--- src/rtl/regbank_reader.sv ---
// Single-outstanding read port onto a bank of DATA_W-bit registers.
// Returns the sampled byte over a valid/ready response channel.
module regbank_reader #(
    parameter int NUM_REGS     = 8,
    parameter int ADDR_W       = 3,
    parameter int DATA_W       = 8,
    parameter int READ_LATENCY = 1
) (
    input  logic                       clk,
    input  logic                       rst_n,
    input  logic                       req_valid,
    output logic                       req_ready,
    input  logic [ADDR_W-1:0]          req_addr,
    input  logic [NUM_REGS*DATA_W-1:0] regs_flat,
    output logic                       resp_valid,
    input  logic                       resp_ready,
    output logic [DATA_W-1:0]          resp_data,
    output logic                       resp_err,
    output logic                       busy,
    output logic [7:0]                 rd_count
);

    typedef enum logic [1:0] {
        IDLE,
        WAIT,
        RESP
    } state_t;

    localparam logic [3:0] LAT_M1 = 4'(READ_LATENCY - 1);

    state_t              state_q, state_d;
    logic [ADDR_W-1:0]   addr_q, addr_d;
    logic [3:0]          cnt_q, cnt_d;
    logic [DATA_W-1:0]   data_q, data_d;
    logic                err_q, err_d;
    logic [7:0]          rdcnt_q, rdcnt_d;

    always_ff @(posedge clk or negedge rst_n) begin
        if (!rst_n) begin
            state_q <= IDLE;
            addr_q  <= '0;
            cnt_q   <= '0;
            data_q  <= '0;
            err_q   <= 1'b0;
            rdcnt_q <= '0;
        end else begin
            state_q <= state_d;
            addr_q  <= addr_d;
            cnt_q   <= cnt_d;
            data_q  <= data_d;
            err_q   <= err_d;
            rdcnt_q <= rdcnt_d;
        end
    end

    always_comb begin
        state_d = state_q;
        addr_d  = addr_q;
        cnt_d   = cnt_q;
        data_d  = data_q;
        err_d   = err_q;
        rdcnt_d = rdcnt_q;
        unique case (state_q)
            IDLE: begin
                if (req_valid) begin
                    addr_d  = req_addr;
                    cnt_d   = LAT_M1;
                    state_d = WAIT;
                end
            end
            WAIT: begin
                if (cnt_q == 4'd0) begin
                    // Out-of-range addresses fall through with zero data and err set
                    data_d = '0;
                    err_d  = 1'b1;
                    for (int i = 0; i < NUM_REGS; i++) begin
                        if (addr_q == i[ADDR_W-1:0]) begin
                            data_d = regs_flat[i*DATA_W +: DATA_W];
                            err_d  = 1'b0;
                        end
                    end
                    state_d = RESP;
                end else begin
                    cnt_d = cnt_q - 4'd1;
                end
            end
            RESP: begin
                if (resp_ready) begin
                    rdcnt_d = rdcnt_q + 8'd1;
                    state_d = IDLE;
                end
            end
            default: state_d = IDLE;
        endcase
    end

    assign req_ready  = (state_q == IDLE);
    assign resp_valid = (state_q == RESP);
    assign busy       = (state_q != IDLE);
    assign resp_data  = data_q;
    assign resp_err   = err_q;
    assign rd_count   = rdcnt_q;

endmodule

--- config.mk ---
export PLATFORM = sky130hd
export DESIGN_NAME = regbank_reader
export DESIGN_NICKNAME = d
export VERILOG_FILES = /design/src/rtl/regbank_reader.sv
export SDC_FILE = /design/constraint.sdc
export NUM_CORES = 1
export LEC_CHECK = 0
export BUFFER_PORTS_ARGS = -buffer_cell sky130_fd_sc_hd__clkbuf_2
export CELL_PAD_IN_SITES_DETAIL_PLACEMENT = 1
export CELL_PAD_IN_SITES_GLOBAL_PLACEMENT = 2
export CORE_MARGIN = 3
export CORE_UTILIZATION = 26
export DETAILED_ROUTE_END_ITERATION = 8
export GPL_ROUTABILITY_DRIVEN = 0
export GPL_TIMING_DRIVEN = 0
export PLACE_DENSITY = 0.86
export SYNTH_ARGS = -nofsm -noshare
export SYNTH_HDL_FRONTEND = slang
export SYNTH_SLANG_ARGS = --single-unit
--- constraint.sdc ---
create_clock -name clk -period 1.9 [get_ports clk]
set_input_delay 0.095 -clock clk [delete_from_list [all_inputs] [get_ports clk]]
set_output_delay 0.095 -clock clk [all_outputs]
set_load 0.03 [all_outputs]
Word-level counts from Yosys, hierarchy flattened
Index checks and enable logic that the tools add are counted.
{ "totals": {"latch_bits": 0, "romBits": 0, "register_bits": 26, "mem_bits_rw": 0, "elab_cells": 54, "inputBits": 71, "n_memories": 0, "output_inout_bits": 20} }
{ "classes": {"mul": 0, "n_reduce_logical": 10, "n_bitwise": 0, "n_div": 0, "magnitude_cmp": 0, "mux": 23, "n_addsub": 2, "shifts": 0, "eq_ne": 13} }
{ "ops": {"columns": ["cell", "n"], "rows": [
  ["2-to-1 mux 8 bit", 8],
  ["== test 3 bit (second input constant)", 4],
  ["adder 8 x 1 -> 8 bit (second input constant)", 1],
  ["2-to-1 mux 1 bit", 8],
  ["2-to-1 mux 4 bit", 2],
  ["one-hot mux 4 bit (2 select lines)", 1],
  ["== test 3 x 2 -> 1 bit (second input constant)", 2],
  ["2-to-1 mux 2 bit", 3],
  ["inequality test 2 bit (second input constant)", 3],
  ["one-hot mux 2 bit (3 select lines)", 1],
  ["AND reduction 2 bit", 3],
  ["AND reduction 3 bit", 2],
  ["logical NOT 4 bit", 1],
  ["nonzero test 2 bit", 2],
  ["subtractor 4 x 1 -> 4 bit (second input constant)", 1],
  ["== test 3 x 1 -> 1 bit (second input constant)", 1],
  ["logical NOT 3 bit", 1],
  ["== test 2 x 1 -> 1 bit (second input constant)", 1],
  ["== test 2 bit (second input constant)", 1],
  ["logical NOT 2 bit", 1],
  ["inequality test 2 x 1 -> 1 bit (second input constant)", 1]
]} }

Depth between registers and ports, before layout
{ "logic_depth": {"depth_word": 9, "ltp_mapped": 7, "ltp_nobuf": 6} }

Worst setup path after synthesis
Ideal clock, no wire load.
{ "synth_timing": {"kind": "register -> register", "from": "reg state_q[0]", "to": "reg addr_q[0]", "slack_ns": 0.082, "t_arrival_ns": 1.693, "path_buffers": 1, "required_time_ns": 1.775, "stages_incl_launch_ff": 6, "setup_ns": 0.125, "period_less_slack_ns": 1.818, "path_cell_list": "dfrtp_1 -> buf_2 -> or2_2 -> inv_1 -> and2_1 -> mux2_2"} }
{ "synth_between": {"elab_chain_cells": 2} }
{ "synth_lines": {"columns": ["element", "line", "source"], "rows": [
  ["from (decl)", "31", "state_t state_q, state_d;"],
  ["from (signal assigned)", "47", "state_q <= state_d;"],
  ["logical NOT 2 bit", null, null],
  ["net req_ready", "12", "output logic req_ready,"],
  ["AND reduction 2 bit (no line)", null, null],
  ["to (signal assigned)", "48", "addr_q <= addr_d;"],
  ["to (decl)", "32", "logic [ADDR_W-1:0] addr_q, addr_d;"]
]} }
The timed path passes the listed nets, and every way through them passes these cells.
A chain may end at the register's enable or synchronous reset.

Final worst setup path
{ "layout_timing": {"from": "reg cnt_q[0]", "to": "reg cnt_q[1]"} }
{ "layout_between": {"elab_chain_cells": 3, "word_cells_on_any_way": 6, "classes_between": "1 x add/sub; 1 x eq/ne; 2 x mux; 2 x reduce/logical"} }
{ "layout_lines": {"columns": ["element", "line", "source"], "rows": [
  ["from (decl)", "33", "logic [3:0] cnt_q, cnt_d;"],
  ["from (signal assigned)", "49", "cnt_q <= cnt_d;"],
  ["subtractor 4 x 1 -> 4 bit or logical NOT 4 bit (tied branches)", "84, 72", null],
  ["2-to-1 mux 4 bit or inequality test 2 bit (tied branches)", null, null],
  ["one-hot mux 4 bit (2 select lines) or AND reduction 3 bit (tied branches)", null, null]
]} }
Several ways; a longest one is shown, not always the timed one. The select of a mux whose other input is x is not followed.

==> results.yml <==
run_status:
  outcome: "complete, no violations"
clocking:
  clk_pin_slew_worst_paths_ps: 90
  cts_max_path_buffers: 2
  htree_levels: 1
  numCtsBuffers: 3
  cts.sinks: 26
  cts_tree: "built"
  cts_root_buf: "clkbuf_8"
  clk_latency_ps: 270
detailed_routing:
  wl_per_cell_um: 15.5
  final_antenna_net_count: 0
  first_iter_violations: 54
  dr.pass1.iters: 4
  vias: 1858
  drc: 0
  viasPerCell: 4.89
  drt-total-wl_mm: 5.89
global_route:
  overflow: 0
  grt_max_degree: 27
  grt_use_total: 0.145
  grt_first_pass_wirelength_mm: 9.70
  antenna_found_initial: 0
  first_global_vias: 1952
synth:
  synth_top_cells_by_area: "dfrtp_1 (36%), mux4_2 (4.9%), mux2_2 (3.7%), nor2_1 (2.9%), xnor2_1 (2.9%)"
  synthFlopType: "dfrtp_1"
  synthMuxAreaShare: 0.114
  synth_compound_gate_area_share: 0.219
  synth_seq_cells: 26
  synth_edf_count: 0
  synth_top_family_by_area: "compound AO/OA/AOI/OAI gates"
  yosysMostFrequentCell: "dfrtp_1"
  seq_area_frac_synth: 0.357
  synthTopCellsByCount: "dfrtp_1 (26), nor2_1 (14), nand2_1 (13), a21oi_1 (9)"
  yosys.area.top_type: "dfrtp_1"
  synth-async-reset-ratio: 1.00
  yosysWarnings: 0
  synthAdderAreaFrac: 0.0206
  synth_area_um2: 1820
  synth_area_per_cell_um2: 9.60
  synth_cells: 190
  synth-simple-area-share: 0.206
  synthesis.nets: 264
  synth_cell_types: 44
  yosysTopAreaCellShare: 0.357
  synth_xor_area_frac: 0.0336
sta:
  fin_crit_sh: 0.956
  relSlewSlack: 0.564
  setup_slack_ps: 83.3
  fmax_mhz: 550
  whs_ps: 16.2
  tightest_slew_ps: 654
  final.min_clock_period_ps: 1820
  final-setup-viol-count: 0
  rsz0062_at_grt: "no"
  drv_slew: 0
  fin_worst_skew_ps: 4.46
  hold_viol: 0
die:
  die_w_um: 89.8
  num_io_pins: 91
  std_cell_rows: 29
  start_util: 0.278
  core_um2: 6570
  dieArea_um2: 8060
  die_h_um: 89.8
worst_setup_path:
  path_cells: "inv_1, ha_1, nor3b_4, buf_4, or4b_2, o21ai_0"
  endpoint_kind: "register"
  start_kind: "register"
  cp.required_ps: 2090
  path_max_fanout: 5
  arrival_ps: 2010
  worstSetupPathType: "reg2reg"
  slowest_delay_ps: 600
  cp_slowest_cell: "or4b_2"
flow_run:
  drv_cap: 0
cells_and_area:
  multiInputGateArea_um2: 1090
  ff_latch_area_um2: 651
  final_cells: 380
  syn_to_final_growth_pct: 37.0
  n_fill_cell: 792
  finish.utilization: 0.381
  fin_nets: 362
  drive_gt1_frac: 0.463
  num_antenna_cells: 0
placed_design:
  dp_hpwl_mm: 4.82
  place.port_buffers: 90
  pre_cts_ws_ps: -24.1
  place_inst: 373
hold_path:
  hold_class: "in2reg"
pwr:
  total_power_mw: 3.83
  irDropWorstVdd_v: 0.000419
  p_per_area_nw_per_um2: 1530
  p_leak_nw: 1.24
[layout by cell type (no fill, tap or decap), types with 2 or more instances in the layout]
cell       netlist  final
dfrtp_1         26     26
mux2_2           6      6
a21oi_1          9      9
nor2_1          14     14
a21o_1           6      6
o2bb2ai_1        4      4
clkbuf_8         0      3
nand2b_1         5      5
ha_1             3      3
nor3_1           5      5
nand2_1         13     13
o221a_2          4      4
o31ai_1          4      4
and2_1           3      3
buf_4            4      6
a311oi_1         4      4
mux2i_1          5      5
a221oi_1         4      4
mux4_2           4      4
nand4_1          3      3
clkbuf_2         0     91
or2_2            7      7
nor2b_1          3      3
a22oi_1          4      4
and3b_1          2      2
inv_1            6      6
o21ai_0          6      6
a31oi_1          4      4
a22o_1           2      2
buf_2            7      6
xnor2_1          6      6
o22ai_1          3      3
[power breakdown]
group	switching (mW)	total [mW]	internal, mW
clock	0.182	0.464	0.282
sequential	0.160	0.914	0.754
combinational	1.41	2.45	1.04
total	1.75	3.83	2.08
[per-layer routing]
metal / part of all wire / vias to the layer above / GRT usage
met5: 0 / - / 0
met4: 0.0042 / 0 / 0.0179
met3: 0.061 / 5 / 0.0401
met2: 0.46 / 65 / 0.236
met1: 0.47 / 886 / 0.199
li1: - / 902 / -
[critical path, delay by kind of cell, from the launching register on]
family / cells / cell delay (ps)
simple gates: 2 / 780
flops: 1 / 410
buf+inv: 2 / 220
fa+ha+maj: 1 / 220
compound gates: 1 / 100
[cells by family after synthesis]
kind of cell / count (synthesis)
buffers and inverters: 18
multiplexers: 15
AND/OR/NAND/NOR: 66
flip-flops: 26
XOR/XNOR: 7
adder cells (fa/ha/maj): 3
AO/OA/AOI/OAI: 55
[what timing repair did]
item,4_1_cts,5_1_grt
hold endpoints to repair,26,0
setup buffers,2,0
hold buffers,1,0
pin swaps,0,1
resized for setup,0,4
setup endpoints to repair,1,5
[through the flow]
step	TNS [ps]	cell area [um2]
final	0	2500
after global routing	0	2500
after CTS	0	2490
after detailed placement	-24.1	2390
after global placement	0	2390
after floorplan	0	1820
[flip-flops by register name (all words and copies together) (netlist names)]
| register | flops |
|---|---|
| cnt_q | 4 |
| rd_count | 8 |
| state_q | 2 |
| resp_data | 8 |
| resp_err | 1 |
| addr_q | 3 |
[path summary, 6_finish.rpt]
check                            startpoint           end  slack (ps)  cells past startpoint
min in group asynchronous             rst_n   rd_count[4]         370                      2
worst min register to register  rd_count[7]   rd_count[7]         480                      1
max in group asynchronous             rst_n  resp_data[5]        1110                      2
worst min-delay path             resp_ready    state_q[1]          20                      2
worst max register to register     cnt_q[0]      cnt_q[1]          80                      6
worst max-delay path               cnt_q[0]      cnt_q[1]          80                      6
[layout make-up]
type	count	area share
Buffer	12	0.0290
Clock buffer	3	0.0165
Clock inverter	1	0.0120
Inverter	6	0.00901
Multi-Input combinational cell	146	0.436
Sequential cell	26	0.260
Tap cell	93	0.0465
Timing Repair Buffer	93	0.190
Power figures use the tool's default switching activity.
